--- src/rtl/sys_bus_pkg.sv ---
// sys_bus shared types and decode helpers.
// Memory op encoding, bus FSM states, byte-enable and error decode.
package sys_bus_pkg;

  typedef enum logic [2:0] {
    MOP_B  = 3'b000,
    MOP_H  = 3'b001,
    MOP_W  = 3'b010,
    MOP_BU = 3'b100,
    MOP_HU = 3'b101
  } mem_op_e;

  typedef enum logic [1:0] {
    IDLE = 2'd0,
    WAIT = 2'd1,
    RESP = 2'd2
  } bus_state_e;

  function automatic logic is_byte(input logic [2:0] op);
    return (op == MOP_B) || (op == MOP_BU);
  endfunction

  function automatic logic is_half(input logic [2:0] op);
    return (op == MOP_H) || (op == MOP_HU);
  endfunction

  function automatic logic [3:0] byte_en(
    input logic [2:0] op,
    input logic [1:0] off
  );
    logic [3:0] be;
    be = 4'b1111;
    if (is_byte(op)) be = 4'b0001 << off;
    else if (is_half(op)) be = 4'b0011 << off;
    return be;
  endfunction

  // Illegal op or an address not aligned to the access size.
  function automatic logic decode_err(
    input logic [2:0] op,
    input logic [1:0] off
  );
    logic e;
    e = 1'b1;
    if (is_byte(op)) e = 1'b0;
    else if (is_half(op)) e = off[0];
    else if (op == MOP_W) e = (off != 2'b00);
    return e;
  endfunction

endpackage

--- src/rtl/sys_bus_lane_align.sv ---
// bus_lane_align: store lane replication and load lane extraction.
// Purely combinational; lane logic fixed to a 32-bit word.
module bus_lane_align
  import sys_bus_pkg::*;
(
  input  logic [2:0]  st_op,
  input  logic [31:0] st_data,
  output logic [31:0] st_lanes,
  input  logic [2:0]  ld_op,
  input  logic [1:0]  ld_off,
  input  logic [31:0] ld_word,
  output logic [31:0] ld_data
);

  logic [7:0]  lb;
  logic [15:0] lh;

  // Replicate the right-aligned store datum across all lanes.
  always_comb begin
    st_lanes = st_data;
    if (is_byte(st_op)) st_lanes = {4{st_data[7:0]}};
    else if (is_half(st_op)) st_lanes = {2{st_data[15:0]}};
  end

  // Pick the addressed lane and extend it per op.
  always_comb begin
    unique case (ld_off)
      2'd0: lb = ld_word[7:0];
      2'd1: lb = ld_word[15:8];
      2'd2: lb = ld_word[23:16];
      default: lb = ld_word[31:24];
    endcase
    lh = ld_off[1] ? ld_word[31:16] : ld_word[15:0];
    unique case (1'b1)
      (ld_op == MOP_B):  ld_data = {{24{lb[7]}}, lb};
      (ld_op == MOP_BU): ld_data = {24'h0, lb};
      (ld_op == MOP_H):  ld_data = {{16{lh[15]}}, lh};
      (ld_op == MOP_HU): ld_data = {16'h0, lh};
      (ld_op == MOP_W):  ld_data = ld_word;
      default:           ld_data = 32'h0;
    endcase
  end

endmodule

--- src/rtl/sys_bus.sv ---
// sys_bus: data-side interconnect, CPU port to NSLV slaves.
// Optional BUS_TIMEOUT_EN: bounded WAIT with error on no ack.
module sys_bus
  import sys_bus_pkg::*;
#(
  parameter int ADDR_W = 32,
  parameter int DATA_W = 32,
  parameter int NSLV = 4,
  parameter logic [NSLV*ADDR_W-1:0] SLV_BASE = {NSLV{32'h0}},
  parameter logic [NSLV*ADDR_W-1:0] SLV_MASK = {NSLV{32'h0}},
  parameter int TIMEOUT = 15
) (
  input  logic                   clock,
  input  logic                   reset,
  input  logic                   cpu_req,
  output logic                   cpu_ready,
  input  logic                   cpu_we,
  input  logic [2:0]             cpu_op,
  input  logic [ADDR_W-1:0]      cpu_addr,
  input  logic [DATA_W-1:0]      cpu_wdata,
  output logic                   cpu_rvalid,
  output logic [DATA_W-1:0]      cpu_rdata,
  output logic                   cpu_err,
  output logic [NSLV-1:0]        s_sel,
  output logic                   s_we,
  output logic [ADDR_W-1:0]      s_addr,
  output logic [DATA_W/8-1:0]    s_be,
  output logic [DATA_W-1:0]      s_wdata,
  input  logic [NSLV-1:0]        s_ack,
  input  logic [NSLV*DATA_W-1:0] s_rdata
);

  if (DATA_W != 32 || NSLV < 1 || NSLV > 8 || TIMEOUT < 1)
  begin : g_bad_cfg
    $error("sys_bus: unsupported parameters");
  end

  bus_state_e state_q, state_d;
  logic [2:0] op_q, op_d;
  logic [1:0] off_q, off_d;
  logic ready_d, rvalid_d, err_d, we_d;
  logic [DATA_W-1:0] rdata_d, wdata_d;
  logic [NSLV-1:0] sel_d;
  logic [ADDR_W-1:0] addr_d;
  logic [DATA_W/8-1:0] be_d;

  logic [NSLV-1:0] hit, hit1;
  logic [DATA_W-1:0] sel_word, st_lanes, ld_data;

`ifdef BUS_TIMEOUT_EN
  localparam int CW = $clog2(TIMEOUT + 1);
  logic [CW-1:0] cnt_q, cnt_d;
`endif

  for (genvar i = 0; i < NSLV; i++) begin : g_dec
    assign hit[i] =
      (cpu_addr & SLV_MASK[i*ADDR_W +: ADDR_W])
      == SLV_BASE[i*ADDR_W +: ADDR_W];
  end

  // Lowest-index hit wins.
  assign hit1 = hit & (~hit + NSLV'(1));

  // Read word of the currently selected slave.
  always_comb begin
    sel_word = '0;
    for (int i = 0; i < NSLV; i++)
      if (s_sel[i]) sel_word = sel_word | s_rdata[i*DATA_W +: DATA_W];
  end

  bus_lane_align u_align (
    .st_op    (cpu_op),
    .st_data  (cpu_wdata),
    .st_lanes (st_lanes),
    .ld_op    (op_q),
    .ld_off   (off_q),
    .ld_word  (sel_word),
    .ld_data  (ld_data)
  );

  // Next state and next registered outputs.
  always_comb begin
    state_d  = state_q;
    op_d     = op_q;
    off_d    = off_q;
    ready_d  = cpu_ready;
    rvalid_d = 1'b0;
    err_d    = 1'b0;
    rdata_d  = '0;
    sel_d    = s_sel;
    we_d     = s_we;
    addr_d   = s_addr;
    be_d     = s_be;
    wdata_d  = s_wdata;
`ifdef BUS_TIMEOUT_EN
    cnt_d    = cnt_q;
`endif
    unique case (state_q)
      IDLE: begin
        ready_d = 1'b1;
        if (cpu_req) begin
          op_d    = cpu_op;
          off_d   = cpu_addr[1:0];
          ready_d = 1'b0;
          if (decode_err(cpu_op, cpu_addr[1:0]) || hit == '0) begin
            state_d  = RESP;
            rvalid_d = 1'b1;
            err_d    = 1'b1;
          end else begin
            state_d = WAIT;
            sel_d   = hit1;
            we_d    = cpu_we;
            addr_d  = {cpu_addr[ADDR_W-1:2], 2'b00};
            be_d    = byte_en(cpu_op, cpu_addr[1:0]);
            wdata_d = st_lanes;
`ifdef BUS_TIMEOUT_EN
            cnt_d   = '0;
`endif
          end
        end
      end
      WAIT: begin
        if ((s_ack & s_sel) != '0) begin
          state_d  = RESP;
          rvalid_d = 1'b1;
          rdata_d  = s_we ? '0 : ld_data;
          sel_d    = '0;
          we_d     = 1'b0;
          addr_d   = '0;
          be_d     = '0;
          wdata_d  = '0;
`ifdef BUS_TIMEOUT_EN
        end else if (cnt_q == CW'(TIMEOUT)) begin
          state_d  = RESP;
          rvalid_d = 1'b1;
          err_d    = 1'b1;
          sel_d    = '0;
          we_d     = 1'b0;
          addr_d   = '0;
          be_d     = '0;
          wdata_d  = '0;
        end else begin
          cnt_d = cnt_q + CW'(1);
`endif
        end
      end
      RESP: begin
        state_d = IDLE;
        ready_d = 1'b1;
      end
      default: begin
        state_d = IDLE;
        ready_d = 1'b1;
      end
    endcase
  end

  // State and output registers.
  always_ff @(posedge clock or negedge reset) begin
    if (!reset) begin
      state_q    <= IDLE;
      op_q       <= 3'b000;
      off_q      <= 2'b00;
      cpu_ready  <= 1'b1;
      cpu_rvalid <= 1'b0;
      cpu_err    <= 1'b0;
      cpu_rdata  <= '0;
      s_sel      <= '0;
      s_we       <= 1'b0;
      s_addr     <= '0;
      s_be       <= '0;
      s_wdata    <= '0;
`ifdef BUS_TIMEOUT_EN
      cnt_q      <= '0;
`endif
    end else begin
      state_q    <= state_d;
      op_q       <= op_d;
      off_q      <= off_d;
      cpu_ready  <= ready_d;
      cpu_rvalid <= rvalid_d;
      cpu_err    <= err_d;
      cpu_rdata  <= rdata_d;
      s_sel      <= sel_d;
      s_we       <= we_d;
      s_addr     <= addr_d;
      s_be       <= be_d;
      s_wdata    <= wdata_d;
`ifdef BUS_TIMEOUT_EN
      cnt_q      <= cnt_d;
`endif
    end
  end

endmodule

--- config.mk ---
export PLATFORM = sky130hd
export DESIGN_NAME = sys_bus
export DESIGN_NICKNAME = d
export VERILOG_FILES = /design/src/rtl/sys_bus_pkg.sv /design/src/rtl/sys_bus_lane_align.sv /design/src/rtl/sys_bus.sv
export SDC_FILE = /design/constraint.sdc
export NUM_CORES = 1
export LEC_CHECK = 0
export CAP_MARGIN = 20
export CORE_MARGIN = 4
export CORE_UTILIZATION = 41
export DETAILED_ROUTE_END_ITERATION = 8
export PLACE_DENSITY = 0.87
export SLEW_MARGIN = 10
export SYNTH_ARGS = -nofsm -noshare
export SYNTH_HDL_FRONTEND = slang
export SYNTH_SLANG_ARGS = --single-unit
--- constraint.sdc ---
create_clock -name clock -period 3.9 [get_ports clock]
set_input_delay 0.39 -clock clock [delete_from_list [all_inputs] [get_ports clock]]
set_output_delay 0.39 -clock clock [all_outputs]
set_load 0.005 [all_outputs]
==> results.json, run 1 <==
{
  "dp_hpwl_mm": 11.2,
  "power_frac_seq": 0.399,
  "worstHoldPathType": "primary input to asynchronous set/reset pin",
  "fmax_mhz": 402,
  "antenna_found_initial": 0,
  "p_leak_nw": 3.36,
  "p_sw_mw": 1.49,
  "root_buffer": "clkbuf_16",
  "hold_viol": 0,
  "via_count": 4497,
  "postCtsSetupBuffers": 0,
  "gp_congestion": 0.905,
  "p_clk_frac": 0.205,
  "synthesis.area_mm2": 0.00513,
  "io_pins": 311,
  "h-tree-depth": 3,
  "clkTransAtPathRegs_ns": 0.07,
  "drtPass1Iterations": 4,
  "final.setup.worst_slack_ns": 1.41,
  "outcome": "finished clean",
  "setup_tns_ns": 0,
  "dr.max_layer_used": "met4",
  "wire_per_inst_um": 17.7,
  "arrival_ns": 2.73,
  "grt_pass1_wl_mm": 24.1,
  "clock_path_buffers": 2,
  "wirelength_met1_mm": 5.91,
  "hold_buffers": 0,
  "initial_utilization": 0.423,
  "ys_ff_latch": 110,
  "drv_slew": 0,
  "netlist_instances": 505,
  "finalSetupViolCount": 0,
  "endpoint_kind": "register",
  "synth_async_sr_flop_share": 1.00,
  "routed_wl_mm": 15.3,
  "drt_iter0_drc": 362,
  "tightest_slew_ns": 0.933,
  "crit_path_start_kind": "primary input",
  "cts_sinks": 110,
  "cts.repair.resized": 0,
  "p_int_mw": 3.00,
  "fp.dieArea_mm2": 0.0144,
  "holdWs_ns": 0.0303,
  "yosys_warnings": 0,
  "critical_path_class": "primary input to register",
  "ys.flop_type": "dfrtp_1",
  "io_buffers": 206,
  "rsz0062_at_grt": "no",
  "synth_edf_count": 0,
  "timing.final.crit_share": 0.638,
  "clock_latency_ns": 0.34,
  "max_slew_margin": 0.373,
  "diodes": 0,
  "finalClockSkew_ns": 0.00772,
  "cp_max_fo": 87,
  "comb_power_share": 0.396,
  "ir_drop_v": 0.000336,
  "vias_per_cell": 5.19,
  "cts_buffers": 9,
  "antenna_left": 0,
  "core-area_mm2": 0.0121,
  "grt_pass1_vias": 4629,
  "powerDensity_mw_per_mm2": 593,
  "grt_max_degree": 88,
  "rows": 40,
  "dp_cells": 850,
  "route.met3.wl_mm": 1.76,
  "gr-total-overflow": 0,
  "mostFrequentLayoutCells": "clkdlybuf4s50_1 (205), dfrtp_1 (109), nand3_1 (69)",
  "cp.required_ns": 4.15,
  "wl_met2_mm": 7.23,
  "die-width_um": 120,
  "cts_tree": "yes",
  "drive_above_1_share": 0.0688,
  "drv_cap": 0,
  "nNetsFinal": 900,
  "drc": 0,
  "yosysSeqAreaShare": 0.537,
  "synth_area_per_cell_um2": 10.2,
  "final_common_cell": "clkdlybuf4s50_1",
  "dpl_worst_slack_ns": 1.09,
  "layout_min_cycle_time_ns": 2.49,
  "synth.distinct_cells": 41,
  "grt_usage": 0.211,
  "switching_share": 0.332,
  "die_h_um": 120,
  "final-instance-count-excl-fill": 866,
  "syn_to_final_growth_pct": 47.6
}
[cells in the mapped netlist, types with 4 or more instances]
library cell,n,area share
o2bb2ai_1,5,0.0085
a31oi_1,4,0.0049
inv_1,42,0.031
a22o_1,7,0.012
nand3_1,69,0.067
ha_1,4,0.0098
mux4_2,7,0.031
buf_2,8,0.0078
buf_1,6,0.0044
nand2_1,37,0.027
buf_4,8,0.012
a21oi_1,35,0.034
clkbuf_1,15,0.011
o21ai_0,66,0.064
mux2i_1,29,0.057
nor2_1,14,0.010
mux2_2,5,0.011
dfrtp_1,109,0.53
nor2b_1,4,0.0049
[layer usage]
metal / GRT usage / vias up
met5: 0 / -
met4: 0.0830 / 0
met3: 0.0867 / 35
met2: 0.349 / 224
met1: 0.245 / 2122
li1: - / 2116
[state kept, by name, summed over array words and instances (netlist names)]
register,flops
cpu_rvalid,1
cpu_rdata,32
off_q,2
cpu_ready,1
s_we,1
op_q,3
state_q,2
cpu_err,1
s_addr,30
s_be,4
s_wdata,32
s_sel,1
[stage by stage]
stage,power (mW),util,instance area (um2)
2_1_floorplan,2.59,-,5140
3_3_place_gp,3.52,0.600,7270
3_5_place_dp,3.59,0.600,7270
4_1_cts,4.54,0.625,7570
5_1_grt,4.78,0.625,7570
6_report,4.49,0.625,7570
[final timing paths]
check	cells after the start	start	slack [ns]	endpoint
setup / recovery	8	cpu_addr[1]	1.41	s_wdata[0]
hold / removal	1	reset	0.03	cpu_rdata[4]
setup reg to reg	5	s_sel[0]	1.59	cpu_rdata[28]
hold reg to reg	2	s_addr[15]	0.50	s_addr[15]
max in group asynchronous	2	reset	2.91	cpu_rdata[24]
min in group clock	2	s_addr[15]	0.50	s_addr[15]
[power by group through the flow]
| stage | clock network (mW) | logic (mW) | registers [mW] |
|---|---|---|---|
| after floorplan | 0 | 0.837 | 1.76 |
| after global placement | 0 | 1.74 | 1.78 |
| after detailed placement | 0 | 1.79 | 1.81 |
| after CTS | 0.947 | 1.80 | 1.79 |
| after global routing | 0.983 | 1.95 | 1.85 |
| final | 0.921 | 1.78 | 1.79 |
[worst max-delay path: stages]
cell	delay [ns]
clkdlybuf4s50_1	0.61
inv_1	0.11
ha_1	0.22
nor3b_1	0.18
o21ai_4	0.27
buf_4	0.62
nand3_1	0.15
o21ai_0	0.13
[area by class of cell]
| class | count | area (um2) |
|---|---|---|
| clock buffer | 9 | 225 |
| clock inverter | 7 | 72.6 |
| fill | 974 | 4550 |
| inverter | 43 | 161 |
| multi-input combinational | 316 | 2030 |
| sequential | 110 | 2750 |
| tap | 168 | 210 |
| timing repair buffer | 213 | 2110 |
[kinds of logic (layout without fill, tap and decap cells)]
family,after synthesis,in the layout,share of synthesized area
compound gates,126,126,0.144
buf+inv,83,272,0.0730
other cells,1,5,0.000731
fa+ha+maj,4,4,0.00976
flops,110,110,0.537
simple gates,140,140,0.137
mux,41,41,0.0983
Power figures use the tool's default switching activity.
==> run 2: changes to the inputs <==
CORE_UTILIZATION = 38   (was 41)
PLACE_DENSITY = 0.82   (was 0.87)
clock period = 2.54 ns   (was 3.9 ns; I/O delays follow)
==> run 2 against run 1 <==
Flip-flop and latch count unchanged; critical path depth increased by 1; routed wire length about the same; die area increased by 7.4%; sequential share of layout area decreased by 0.47 points; non-clock buffer count increased by 7; core utilization decreased by 4.6 points; total power increased by 56%; first-iteration DRC count decreased by 20%; clock skew decreased by 0.00069 ns; cell count increased by 1.7%; largest cell class unchanged; largest power group is now combinational logic; highest routed layer unchanged.
==> results.json, run 2 (synthesis gave the netlist of run 1 again) <==
{
  "arrival_ns": 2.26,
  "max_stage_delay_ns": 0.51,
  "ir_drop_v": 0.000505,
  "rows": 42,
  "mostFrequentLayoutCells": "clkdlybuf4s50_1 (205), dfrtp_1 (109), nand3_1 (69)",
  "dp_cells": 864,
  "drt_iter0_drc": 289,
  "cts_tree": "yes",
  "die_h_um": 124,
  "cp_max_fo": 36,
  "root_buffer": "clkbuf_16",
  "p_leak_nw": 3.40,
  "io_buffers": 206,
  "grt_max_degree": 111,
  "antenna_left": 0,
  "grt_pass1_vias": 4542,
  "cts_buffers": 9,
  "holdPathStages": 3,
  "holdWs_ns": 0.455,
  "powerDensity_mw_per_mm2": 911,
  "fmax_mhz": 499,
  "power_frac_seq": 0.393,
  "worstHoldPathType": "primary input to register",
  "wire_per_inst_um": 17.3,
  "r2r-end": "cpu_rdata[28]",
  "initial_utilization": 0.387,
  "syn_to_final_growth_pct": 49.5,
  "io_pins": 311,
  "h-tree-depth": 3,
  "core-area_mm2": 0.0132,
  "max_slew_margin": 0.509,
  "reg2reg_depth": 4,
  "nNetsFinal": 907,
  "clock_latency_ns": 0.35,
  "drive_above_1_share": 0.0766,
  "largestRegisters": "cpu_rdata x32, s_wdata x32, s_addr x30",
  "layout_min_cycle_time_ns": 2.00,
  "hp-start": "cpu_addr[29]",
  "fp.dieArea_mm2": 0.0154,
  "grt_pass1_wl_mm": 23.7,
  "gr-total-overflow": 0,
  "gp_congestion": 0.883,
  "final_common_cell": "clkdlybuf4s50_1",
  "via_count": 4575,
  "cp.required_ns": 2.80,
  "vias_per_cell": 5.19,
  "rr_startpoint": "s_sel[0]",
  "routed_wl_mm": 15.3,
  "comb_power_share": 0.398,
  "diodes": 0,
  "clock_path_buffers": 2,
  "finalClockSkew_ns": 0.00703,
  "final-instance-count-excl-fill": 881,
  "switching_share": 0.335,
  "drtPass1Iterations": 4,
  "drv_cap": 0,
  "clkTransAtPathRegs_ns": 0.07,
  "drv_slew": 0,
  "r2r_setup_slack_ns": 0.54,
  "hold_viol": 0,
  "crit_chain": "clkdlybuf4s50_1 -> inv_1 -> ha_1 -> nor3b_1 -> buf_4 -> o21ai_4 -> buf_4 -> nand3_1 -> o21ai_0",
  "drc": 0,
  "min_to": "s_addr[29]",
  "cts_sinks": 110,
  "crit_path_start_kind": "primary input",
  "crit_path_frequent_cell": "buf_4",
  "grt_usage": 0.199,
  "antenna_found_initial": 0,
  "finalSetupViolCount": 0,
  "dp_hpwl_mm": 11.2,
  "p_sw_mw": 2.34,
  "endpoint_kind": "register",
  "p_clk_frac": 0.209,
  "final_core_util": 0.579,
  "critical_path_class": "primary input to register",
  "tightest_slew_ns": 0.736,
  "outcome": "finished clean",
  "setup_tns_ns": 0,
  "timing.final.crit_share": 0.789,
  "rsz0062_at_grt": "no",
  "p_int_mw": 4.64,
  "crit_path_top_delay_cell": "clkdlybuf4s50_1",
  "die-width_um": 124
}
==> run 2: cell count changes in the layout (fill, tap and decap cells not counted), sizes merged <==
cell	before	now
dlygate4sd3	0	1
inv	43	44
clkinvlp	2	3
clkinv	4	2
buf	8	14
==> run 2: metal layers <==
metal / GRT usage / share of wire
met1: 0.239 / 0.39
met2: 0.309 / 0.45
met3: 0.0808 / 0.12
met4: 0.0965 / 0.034
met5: 0 / 0
==> run 2: layout make-up <==
class / instances / area, um2
fill: 1123 / 5580
sequential: 110 / 2750
timing repair buffer: 220 / 2190
multi-input combinational: 316 / 2030
clock buffer: 9 / 225
tap: 176 / 220
inverter: 43 / 161
clock inverter: 7 / 81.3
==> run 2: worst max path at each step <==
stage | from | to | slack [ns]
2_1_floorplan | op_q[0] | cpu_rdata[6] | 0.89
4_1_cts | cpu_addr[0] | s_addr[13] | 0.52
5_1_grt | cpu_addr[0] | s_addr[9] | 0.39
3_3_place_gp | cpu_addr[0] | s_addr[20] | 0.25
3_5_place_dp | cpu_addr[0] | s_addr[5] | 0.16
6_report | cpu_addr[0] | s_addr[13] | 0.54
==> run 2: power groups by stage <==
stage                     logic (mW)  clock network (mW)  registers, mW
final                           2.78                1.46           2.74
after global routing            3.06                1.58           2.82
after CTS                       2.81                1.49           2.75
after detailed placement        2.79                   0           2.77
after global placement          2.72                   0           2.74
after floorplan                 1.28                   0           2.70
==> run 2: worst max-delay path: cells and delay by family <==
kind / cells / cell delay (ns)
AOI/OAI and AO/OA: 2 / 0.42
adders and majority gates: 1 / 0.21
buffers and inverters: 4 / 1.11
and+or+nand+nor: 2 / 0.26
==> run 2: stage by stage <==
stage	power, mW	setup slack (ns)	instance area (um2)
after CTS	7.05	0.518	7660
after global routing	7.46	0.393	7660
after detailed placement	5.56	0.157	7350
final	6.98	0.535	7660
after global placement	5.46	0.247	7350
after floorplan	3.98	0.887	5140
==> run 2: repair_timing <==
item | CTS | global route
resized for setup | 0 | 0
hold buffers | 1 | 0
setup buffers | 0 | 0
endpoints found under the hold margin | 1 | 0
==> run 3: changes to the inputs <==
clock period = 2 ns   (was 2.54 ns; I/O delays follow)
==> run 3 against run 2 <==
First-iteration DRC count is 53% higher; worst hold slack worse by 0.050 ns; clock skew is 0.0044 ns higher; highest routed layer unchanged; via count is 2.6% higher; sequential share of layout area is 0.68 points lower; clock-buffer cell count is 2 higher; global-route usage is 0.50 points higher; critical path type is now register to register; total power is 29% higher.
==> results.json, run 3 (synthesis gave the netlist of run 1 again) <==
{
  "routed_wl_mm": 15.6,
  "drtPass1Iterations": 5,
  "worstHoldPathType": "primary input to register",
  "finalSetupViolCount": 0,
  "power.total_mw": 9.01,
  "cts_sinks": 110,
  "hold_viol": 0,
  "wire_per_inst_um": 17.5,
  "fp.dieArea_mm2": 0.0154,
  "rr_startpoint": "off_q[1]",
  "via_count": 4696,
  "core-area_mm2": 0.0132,
  "outcome": "finished clean",
  "hp-start": "cpu_addr[28]",
  "h-tree-depth": 3,
  "crit_path_top_delay_cell": "a21boi_2",
  "rsz0062_at_grt": "no",
  "clock_path_buffers": 2,
  "die_h_um": 124,
  "grt_pass1_vias": 4684,
  "dpl_worst_slack_ns": -0.128,
  "ir_drop_v": 0.000653,
  "fmax_mhz": 534,
  "power_frac_seq": 0.383,
  "antenna_left": 0,
  "clkTransAtPathRegs_ns": 0.07,
  "cts_tree": "yes",
  "final_common_cell": "clkdlybuf4s50_1",
  "initial_utilization": 0.387,
  "drive_above_1_share": 0.0932,
  "p_clk_frac": 0.202,
  "endpoint_kind": "register",
  "drt_iter0_drc": 441,
  "largestRegisters": "cpu_rdata x32, s_wdata x32, s_addr x30",
  "comb_power_share": 0.415,
  "cts.repair.resized": 0,
  "postCtsSetupBuffers": 0,
  "setup_tns_ns": 0,
  "clock_latency_ns": 0.35,
  "vias_per_cell": 5.25,
  "cp_top_family": "compound AO/OA/AOI/OAI gates",
  "antenna_found_initial": 0,
  "gp_congestion": 0.868,
  "nFillCells": 1091,
  "p_sw_mw": 2.96,
  "mostFrequentLayoutCells": "clkdlybuf4s50_1 (205), dfrtp_1 (109), nand3_1 (69)",
  "grt_usage": 0.204,
  "root_buffer": "clkbuf_16",
  "powerDensity_mw_per_mm2": 1150,
  "switching_share": 0.329,
  "layout_min_cycle_time_ns": 1.87,
  "io_buffers": 206,
  "timing.final.crit_share": 0.937,
  "final.setup.worst_slack_ns": 0.126,
  "critical_path_class": "register to register",
  "diodes": 0,
  "dp_hpwl_mm": 11.7,
  "crit_start": "off_q[1]",
  "p_leak_nw": 3.50,
  "syn_to_final_growth_pct": 52.4,
  "seqCellArea_mm2": 0.00275,
  "p_int_mw": 6.04,
  "arrival_ns": 2.06,
  "max_stage_delay_ns": 0.59,
  "grt_max_degree": 111,
  "cp_max_fo": 16,
  "crit_path_start_kind": "register",
  "die-width_um": 124,
  "multi_input_area_mm2": 0.00203,
  "hold_buffers": 1,
  "io_pins": 311,
  "grt_pass1_wl_mm": 24.4,
  "gr-total-overflow": 0,
  "nNetsFinal": 921,
  "tightest_slew_ns": 0.722,
  "crit_buf_inv": 0,
  "rows": 42,
  "max_slew_margin": 0.516,
  "drv_slew": 0,
  "drc": 0,
  "crit_chain": "mux2_2 -> nand3_1 -> a21boi_2 -> a21oi_1",
  "cts_buffers": 9,
  "finalClockSkew_ns": 0.0114,
  "cp.required_ns": 2.19,
  "drv_cap": 0
}
## run 3: cell types whose count changed in the layout (fill, tap and decap cells not counted), sizes merged
cell | before | now
clkinv | 2 | 4
inv | 44 | 43
clkbuf | 9 | 11
clkinvlp | 3 | 0
buf | 14 | 28
## run 3: routing by layer
metal	track usage	part of all wire	up-vias
li1	-	-	2159
met1	0.253	0.39	2241
met2	0.329	0.47	266
met3	0.0831	0.12	30
met4	0.0575	0.017	0
met5	0	0	-
## run 3: power by group through the flow
stage / combinational [mW] / sequential [mW] / clock (mW)
CTS: 3.76 / 3.45 / 1.87
global route: 4.10 / 3.55 / 1.98
detailed placement: 3.75 / 3.48 / 0
floorplan: 1.63 / 3.42 / 0
global placement: 3.63 / 3.44 / 0
finish: 3.74 / 3.45 / 1.82
## run 3: worst paths after layout
| path | end | slack, ns | depth (start not counted) |
|---|---|---|---|
| min in group asynchronous | cpu_rdata[0] | 0.48 | 3 |
| worst min-delay path | s_addr[28] | 0.41 | 3 |
| worst max register to register | cpu_rdata[16] | 0.13 | 4 |
| worst min register to register | s_addr[20] | 0.50 | 2 |
| max in group asynchronous | s_addr[21] | 1.09 | 3 |
| worst max-delay path | cpu_rdata[16] | 0.13 | 4 |
## run 3: cell type report
type	count	area share
Sequential cell	110	0.352
Timing Repair Buffer	234	0.300
Multi-Input combinational cell	316	0.260
Clock buffer	11	0.0311
Tap cell	176	0.0282
Inverter	43	0.0207
Clock inverter	5	0.00737
## run 3: through the flow
step                instance area, um2  instances  hold slack [ns]   util
floorplan                         5140        509          -0.0956      -
global placement                  7500        878            0.311  0.567
detailed placement                7500        878            0.328  0.567
CTS                               7810        895            0.391  0.590
global route                      7810        895            0.394  0.590
finish                            7810        895            0.405  0.590
## run 3: tightest hold or removal path, cell delays in order
cell and delay [ns]:
clkdlybuf4s50_1 0.39, inv_1 0.05, o21ai_0 0.07
